[config.mk]
export PLATFORM = sky130hd
export DESIGN_NAME = vend_dispenser
export DESIGN_NICKNAME = d
export VERILOG_FILES = /design/src/rtl/vend_pkg.sv /design/src/rtl/vend_req_fifo.sv /design/src/rtl/vend_dispenser.sv
export SDC_FILE = /design/constraint.sdc
export NUM_CORES = 1
export LEC_CHECK = 0
export ABC_CLOCK_PERIOD_IN_PS = 4400
export BUFFER_PORTS_ARGS = -buffer_cell sky130_fd_sc_hd__buf_2
export CORE_UTILIZATION = 40
export CTS_CLUSTER_SIZE = 28
export DETAILED_ROUTE_END_ITERATION = 7
export MAX_ROUTING_LAYER = met4
export PLACE_DENSITY = 0.69
export SYNTH_ARGS = -nofsm -noshare
export SYNTH_HDL_FRONTEND = slang
export SYNTH_SLANG_ARGS = --single-unit
[constraint.sdc]
create_clock -name clk -period 4.4 [get_ports clk]
set_input_delay 0.88 -clock clk [delete_from_list [all_inputs] [get_ports clk]]
set_output_delay 0.88 -clock clk [all_outputs]
set_load 0.05 [all_outputs]
[src/rtl/vend_pkg.sv]
// Shared types and constants for the vending dispenser back end.
package vend_pkg;

  localparam int ITEM_W     = 4;
  localparam int COIN_VALUE = 5;

  typedef enum logic [1:0] {
    IDLE,
    MOTOR,
    COIN,
    DONE
  } state_t;

  typedef struct packed {
    logic              change;
    logic [ITEM_W-1:0] item;
  } req_t;

  function automatic logic is_onehot(input logic [ITEM_W-1:0] v);
    return (v != '0) && ((v & (v - 1'b1)) == '0);
  endfunction

endpackage

[src/rtl/vend_req_fifo.sv]
// Request queue: synchronous FIFO with combinational read of the head entry.
module vend_req_fifo #(
  parameter int DEPTH = 4,
  parameter int WIDTH = 5
) (
  input  logic                     clk,
  input  logic                     rst_n,
  input  logic                     push,
  input  logic                     pop,
  input  logic [WIDTH-1:0]         wdata,
  output logic [WIDTH-1:0]         rdata,
  output logic                     full,
  output logic                     empty,
  output logic [$clog2(DEPTH):0]   count
);

  localparam int AW = $clog2(DEPTH);
  localparam int CW = AW + 1;

  logic [WIDTH-1:0] mem [DEPTH];
  logic [AW-1:0]    wr_ptr;
  logic [AW-1:0]    rd_ptr;
  logic [CW-1:0]    cnt;
  logic             do_push;
  logic             do_pop;

  assign full    = (cnt == CW'(DEPTH));
  assign empty   = (cnt == '0);
  assign count   = cnt;
  assign rdata   = mem[rd_ptr];
  assign do_pop  = pop && !empty;
  // A full queue still accepts a push when the head leaves in the same cycle.
  assign do_push = push && (!full || do_pop);

  // NOTE: storage has no reset; only pointers and count define validity.
  always_ff @(posedge clk) begin
    if (do_push) mem[wr_ptr] <= wdata;
  end

  always_ff @(posedge clk or negedge rst_n) begin
    if (!rst_n) begin
      wr_ptr <= '0;
      rd_ptr <= '0;
      cnt    <= '0;
    end else begin
      if (do_push) wr_ptr <= wr_ptr + 1'b1;
      if (do_pop)  rd_ptr <= rd_ptr + 1'b1;
      case ({do_push, do_pop})
        2'b10:   cnt <= cnt + 1'b1;
        2'b01:   cnt <= cnt - 1'b1;
        default: cnt <= cnt;
      endcase
    end
  end

endmodule

[src/rtl/vend_dispenser.sv]
// Vend actuator controller: queues requests, drives the item motor, then
// handshakes one change coin from the hopper.
module vend_dispenser
  import vend_pkg::*;
#(
  parameter int FIFO_DEPTH     = 4,
  parameter int MOTOR_CYCLES   = 8,
  parameter int HOPPER_TIMEOUT = 64
) (
  input  logic              clk,
  input  logic              rst_n,
  input  logic              product_in,
  input  logic              change_in,
  input  logic [ITEM_W-1:0] item_no,
  input  logic              hopper_ack,
  output logic [ITEM_W-1:0] motor_en,
  output logic              hopper_req,
  output logic              vend_done,
  output logic              busy,
  output logic              overflow,
  output logic              bad_item,
  output logic              fault
);

  localparam int CW  = $clog2(FIFO_DEPTH) + 1;
  localparam int MCW = $clog2(MOTOR_CYCLES + 1);
  localparam int TCW = $clog2(HOPPER_TIMEOUT + 1);

  state_t         state, state_d;
  req_t           wr_req, rd_req, cur_req, cur_d;
  logic [MCW-1:0] motor_cnt, motor_cnt_d;
  logic [TCW-1:0] to_cnt, to_cnt_d;
  logic           fault_set;

  logic           fifo_full, fifo_empty;
  logic [CW-1:0]  fifo_count, count_next;
  logic           item_ok, req_valid, pop, push_acc;

  assign item_ok   = is_onehot(item_no);
  assign req_valid = product_in && item_ok;
  assign pop       = (state == IDLE) && !fifo_empty;
  assign push_acc  = req_valid && (!fifo_full || pop);
  assign wr_req    = '{change: change_in, item: item_no};

  vend_req_fifo #(
    .DEPTH (FIFO_DEPTH),
    .WIDTH ($bits(req_t))
  ) u_fifo (
    .clk   (clk),
    .rst_n (rst_n),
    .push  (req_valid),
    .pop   (pop),
    .wdata (wr_req),
    .rdata (rd_req),
    .full  (fifo_full),
    .empty (fifo_empty),
    .count (fifo_count)
  );

  // Queue occupancy after this edge, so busy can be registered without lag.
  always_comb begin
    count_next = fifo_count;
    if (push_acc && !pop)      count_next = fifo_count + 1'b1;
    else if (!push_acc && pop) count_next = fifo_count - 1'b1;
  end

  // NOTE: every signal gets a default first so no path infers a latch.
  always_comb begin
    state_d     = state;
    motor_cnt_d = motor_cnt;
    to_cnt_d    = to_cnt;
    cur_d       = cur_req;
    fault_set   = 1'b0;
    case (state)
      IDLE: begin
        if (pop) begin
          cur_d       = rd_req;
          motor_cnt_d = MCW'(MOTOR_CYCLES);
          state_d     = MOTOR;
        end
      end
      MOTOR: begin
        motor_cnt_d = motor_cnt - 1'b1;
        if (motor_cnt == MCW'(1)) begin
          to_cnt_d = '0;
          state_d  = cur_req.change ? COIN : DONE;
        end
      end
      COIN: begin
        to_cnt_d = to_cnt + 1'b1;
        // Ack wins over a timeout landing in the same cycle.
        if (hopper_ack) begin
          to_cnt_d = '0;
          state_d  = DONE;
        end else if (to_cnt_d == TCW'(HOPPER_TIMEOUT)) begin
          to_cnt_d  = '0;
          fault_set = 1'b1;
          state_d   = DONE;
        end
      end
      DONE:    state_d = IDLE;
      default: state_d = IDLE;
    endcase
  end

  // NOTE: sequential state uses non-blocking assignments only.
  always_ff @(posedge clk or negedge rst_n) begin
    if (!rst_n) begin
      state      <= IDLE;
      cur_req    <= '0;
      motor_cnt  <= '0;
      to_cnt     <= '0;
      motor_en   <= '0;
      hopper_req <= 1'b0;
      vend_done  <= 1'b0;
      busy       <= 1'b0;
      overflow   <= 1'b0;
      bad_item   <= 1'b0;
      fault      <= 1'b0;
    end else begin
      state      <= state_d;
      cur_req    <= cur_d;
      motor_cnt  <= motor_cnt_d;
      to_cnt     <= to_cnt_d;
      motor_en   <= (state_d == MOTOR) ? cur_d.item : '0;
      hopper_req <= (state_d == COIN);
      vend_done  <= (state_d == DONE);
      busy       <= (state_d != IDLE) || (count_next != '0);
      overflow   <= req_valid && fifo_full && !pop;
      bad_item   <= product_in && !item_ok;
      if (fault_set) fault <= 1'b1;
    end
  end

endmodule

==> reports/results.ini <==
[status]
status=finished clean

[global_route]
grt_pass1_wl_um=7760
track_usage=0.145
use_met2=0.231
grt_antenna_before_repair=0
grt_pass1_vias=1619
use_met1=0.188
met3_usage=0.0308
grt_overflow_total=0
busiest_layer=met2
grt_max_degree=36

[timing]
fin_crit_ps=2410
drv_slew=0
post-route-period-util=0.549
holdWs_ps=477
fmax_mhz=414
rsz0062_at_grt=no
tightest_slew_ps=767
finalHoldViolations=0
slew_headroom=0.488
timing.setup.tns_ps=0
setup_viol=0
fin_skew_ps=15.2

[detailed_routing]
firstDrtPassIters=4
drtAntennaViolNets=0
viasPerCell=5.28
wl_per_cell_um=14.7
wirelength_um=4540
drc=0
drt-initial-drc-count=84
vias=1626

[critical_path]
critPathBufInv=1
crit_end=u_fifo.mem[1][4]
start_kind=input port
crit_start=item_no[2]
r2r-start=u_fifo.count[1]
crit_arrival_ps=2430
path_class=in2reg
crit_path_cell_trace=buf_2, xor2_1, a22o_1, nand2_1, a31oi_2, and2_1
cp-end-kind=flip-flop
slowest_stage=a22o_1
rr_worst_depth=7
required_ps=4410
cp_max_fo=10
regToRegEndpoint=busy
cp_top_family=compound AO/OA/AOI/OAI gates
rrSetupSlack_ps=2350
path_depth=6
max_stage_delay_ps=380

[floorplanning]
core_area_um2=6350
initial_core_util=0.413
die_h_um=83.0
io_pins=19
rows=29
die_area_um2=6880
die_w_um=83.0

[cts]
cts_htree_levels=2
clk_path_buf_depth=2
clk_pin_slew_ps=100
numCtsBuffers=5
cts_resized=0
cts-root-buf=clkbuf_8
post_cts_buffers=0
cts_tree=yes
clock_latency_ps=320
hold_buffers=0
clkSinkCount=55

[power]
seqPwrFrac=0.452
swShare=0.382
switchingPower_mw=0.650
p_leak_nw=1.18
p_comb_frac=0.371
peakVddDrop_mv=0.339
power_density_nw_per_um2=596
pwr-share-clk=0.177
internal_power_mw=1.05

[synth]
seq_area_frac_synth=0.563
async_flop_share=0.636
synth_cells=213
ys.warnings.count=0
synth_most_common_cell=dfrtp_1
synth_area_per_cell_um2=12.3
ys_ff_latch=55
synth_area_leaders=dfrtp_1 (33%), edfxtp_1 (23%), ha_1 (4.8%)
synth_cell_types=48
netlist.area_leader.share=0.334
netlist_area_um2=2620
synth_common_cells=dfrtp_1 (35), edfxtp_1 (20), o21ai_0 (16)
postSynthNetCount=232
yosysTopAreaCell=dfrtp_1
synth_edf_count=20
ys.flop_type=dfrtp_1

[job]
drv_cap=0

[cells_and_area]
diodes=0
drive_gt1_frac=0.212
nets=249
syn2layout_area_growth_pct=8.87

[placed_design]
gp_congestion=0.835
port_buffers=18
hpwl_um=3270

[worst_hold_path]
worstHoldPathType=reg2reg

[flip-flops by register name, summed over array words and instances, names as in the netlist]
name / count
hopper_req: 1
overflow: 1
to_cnt: 7
cur_req: 5
vend_done: 1
busy: 1
motor_en: 4
motor_cnt: 4
u_fifo.mem: 20
state: 2
bad_item: 1
fault: 1
u_fifo.count: 3
u_fifo.rd_ptr: 2
u_fifo.wr_ptr: 2
[final cells by class]
class                      instances  area [um2]
multi-input combinational        139        1050
timing repair buffer              18        90.1
fill                             589        3490
tap                               77        96.3
clock buffer                       5        68.8
sequential                        55        1480
clock inverter                     3        33.8
inverter                          11        41.3
[layer usage]
layer  wire (um)  share of wire  vias up
met2        2160           0.48       23
met4          59          0.013        0
met1        2210           0.49      800
li1            -              -      798
met3         114          0.025        5
met5           0              0        -
[power groups by stage]
| stage | clock network, mW | logic, mW | registers [mW] |
|---|---|---|---|
| 4_1_cts | 0.313 | 0.639 | 0.772 |
| 3_3_place_gp | 0 | 0.626 | 0.778 |
| 6_report | 0.301 | 0.632 | 0.769 |
| 2_1_floorplan | 0 | 0.489 | 0.799 |
| 3_5_place_dp | 0 | 0.639 | 0.781 |
| 5_1_grt | 0.329 | 0.707 | 0.787 |
[metrics by stage]
step	setup slack [ps]	total power [mW]	area [um2]	util	cells
6_report	1990	1.70	2860	0.450	308
5_1_grt	1790	1.82	2860	0.450	308
4_1_cts	2000	1.72	2860	0.450	308
3_5_place_dp	1650	1.42	2750	0.433	300
3_3_place_gp	1700	1.40	2750	0.433	300
2_1_floorplan	2150	1.29	2620	-	213
[worst min-delay path by stage]
stage,startpoint,end,slack [ps],depth (start not counted)
after floorplan,cur_req[0],cur_req[0],460,1
after global placement,fault,fault,450,1
after detailed placement,fault,fault,460,1
after CTS,fault,fault,480,1
after global routing,fault,fault,490,1
final,fault,fault,480,1
[logic make-up (layout without fill, tap and decap cells)]
kind of cell | Yosys count | count (layout) | share of synthesized area
simple gates | 63 | 63 | 0.124
xor+xnor | 9 | 9 | 0.0301
buf+inv | 19 | 37 | 0.0372
flops | 55 | 55 | 0.563
compound gates | 43 | 43 | 0.117
fa+ha+maj | 10 | 10 | 0.0477
mux | 14 | 14 | 0.0811
[layout by cell type, fill, tap and decap left out, drive strengths merged, types with 3 or more instances in the layout]
cell type and count:
xnor2 4, and2 10, a31oi 4, nand2 15, clkbuf 5, o21ai 16
edfxtp 20, xor2 5, ha 10, nand2b 4, a21oi 4, nor2 13
nand3 7, inv 12, mux2 8, buf 18, mux4 5, a22o 3
dfrtp 35
Note: power is estimated with default switching activity, not from simulation.
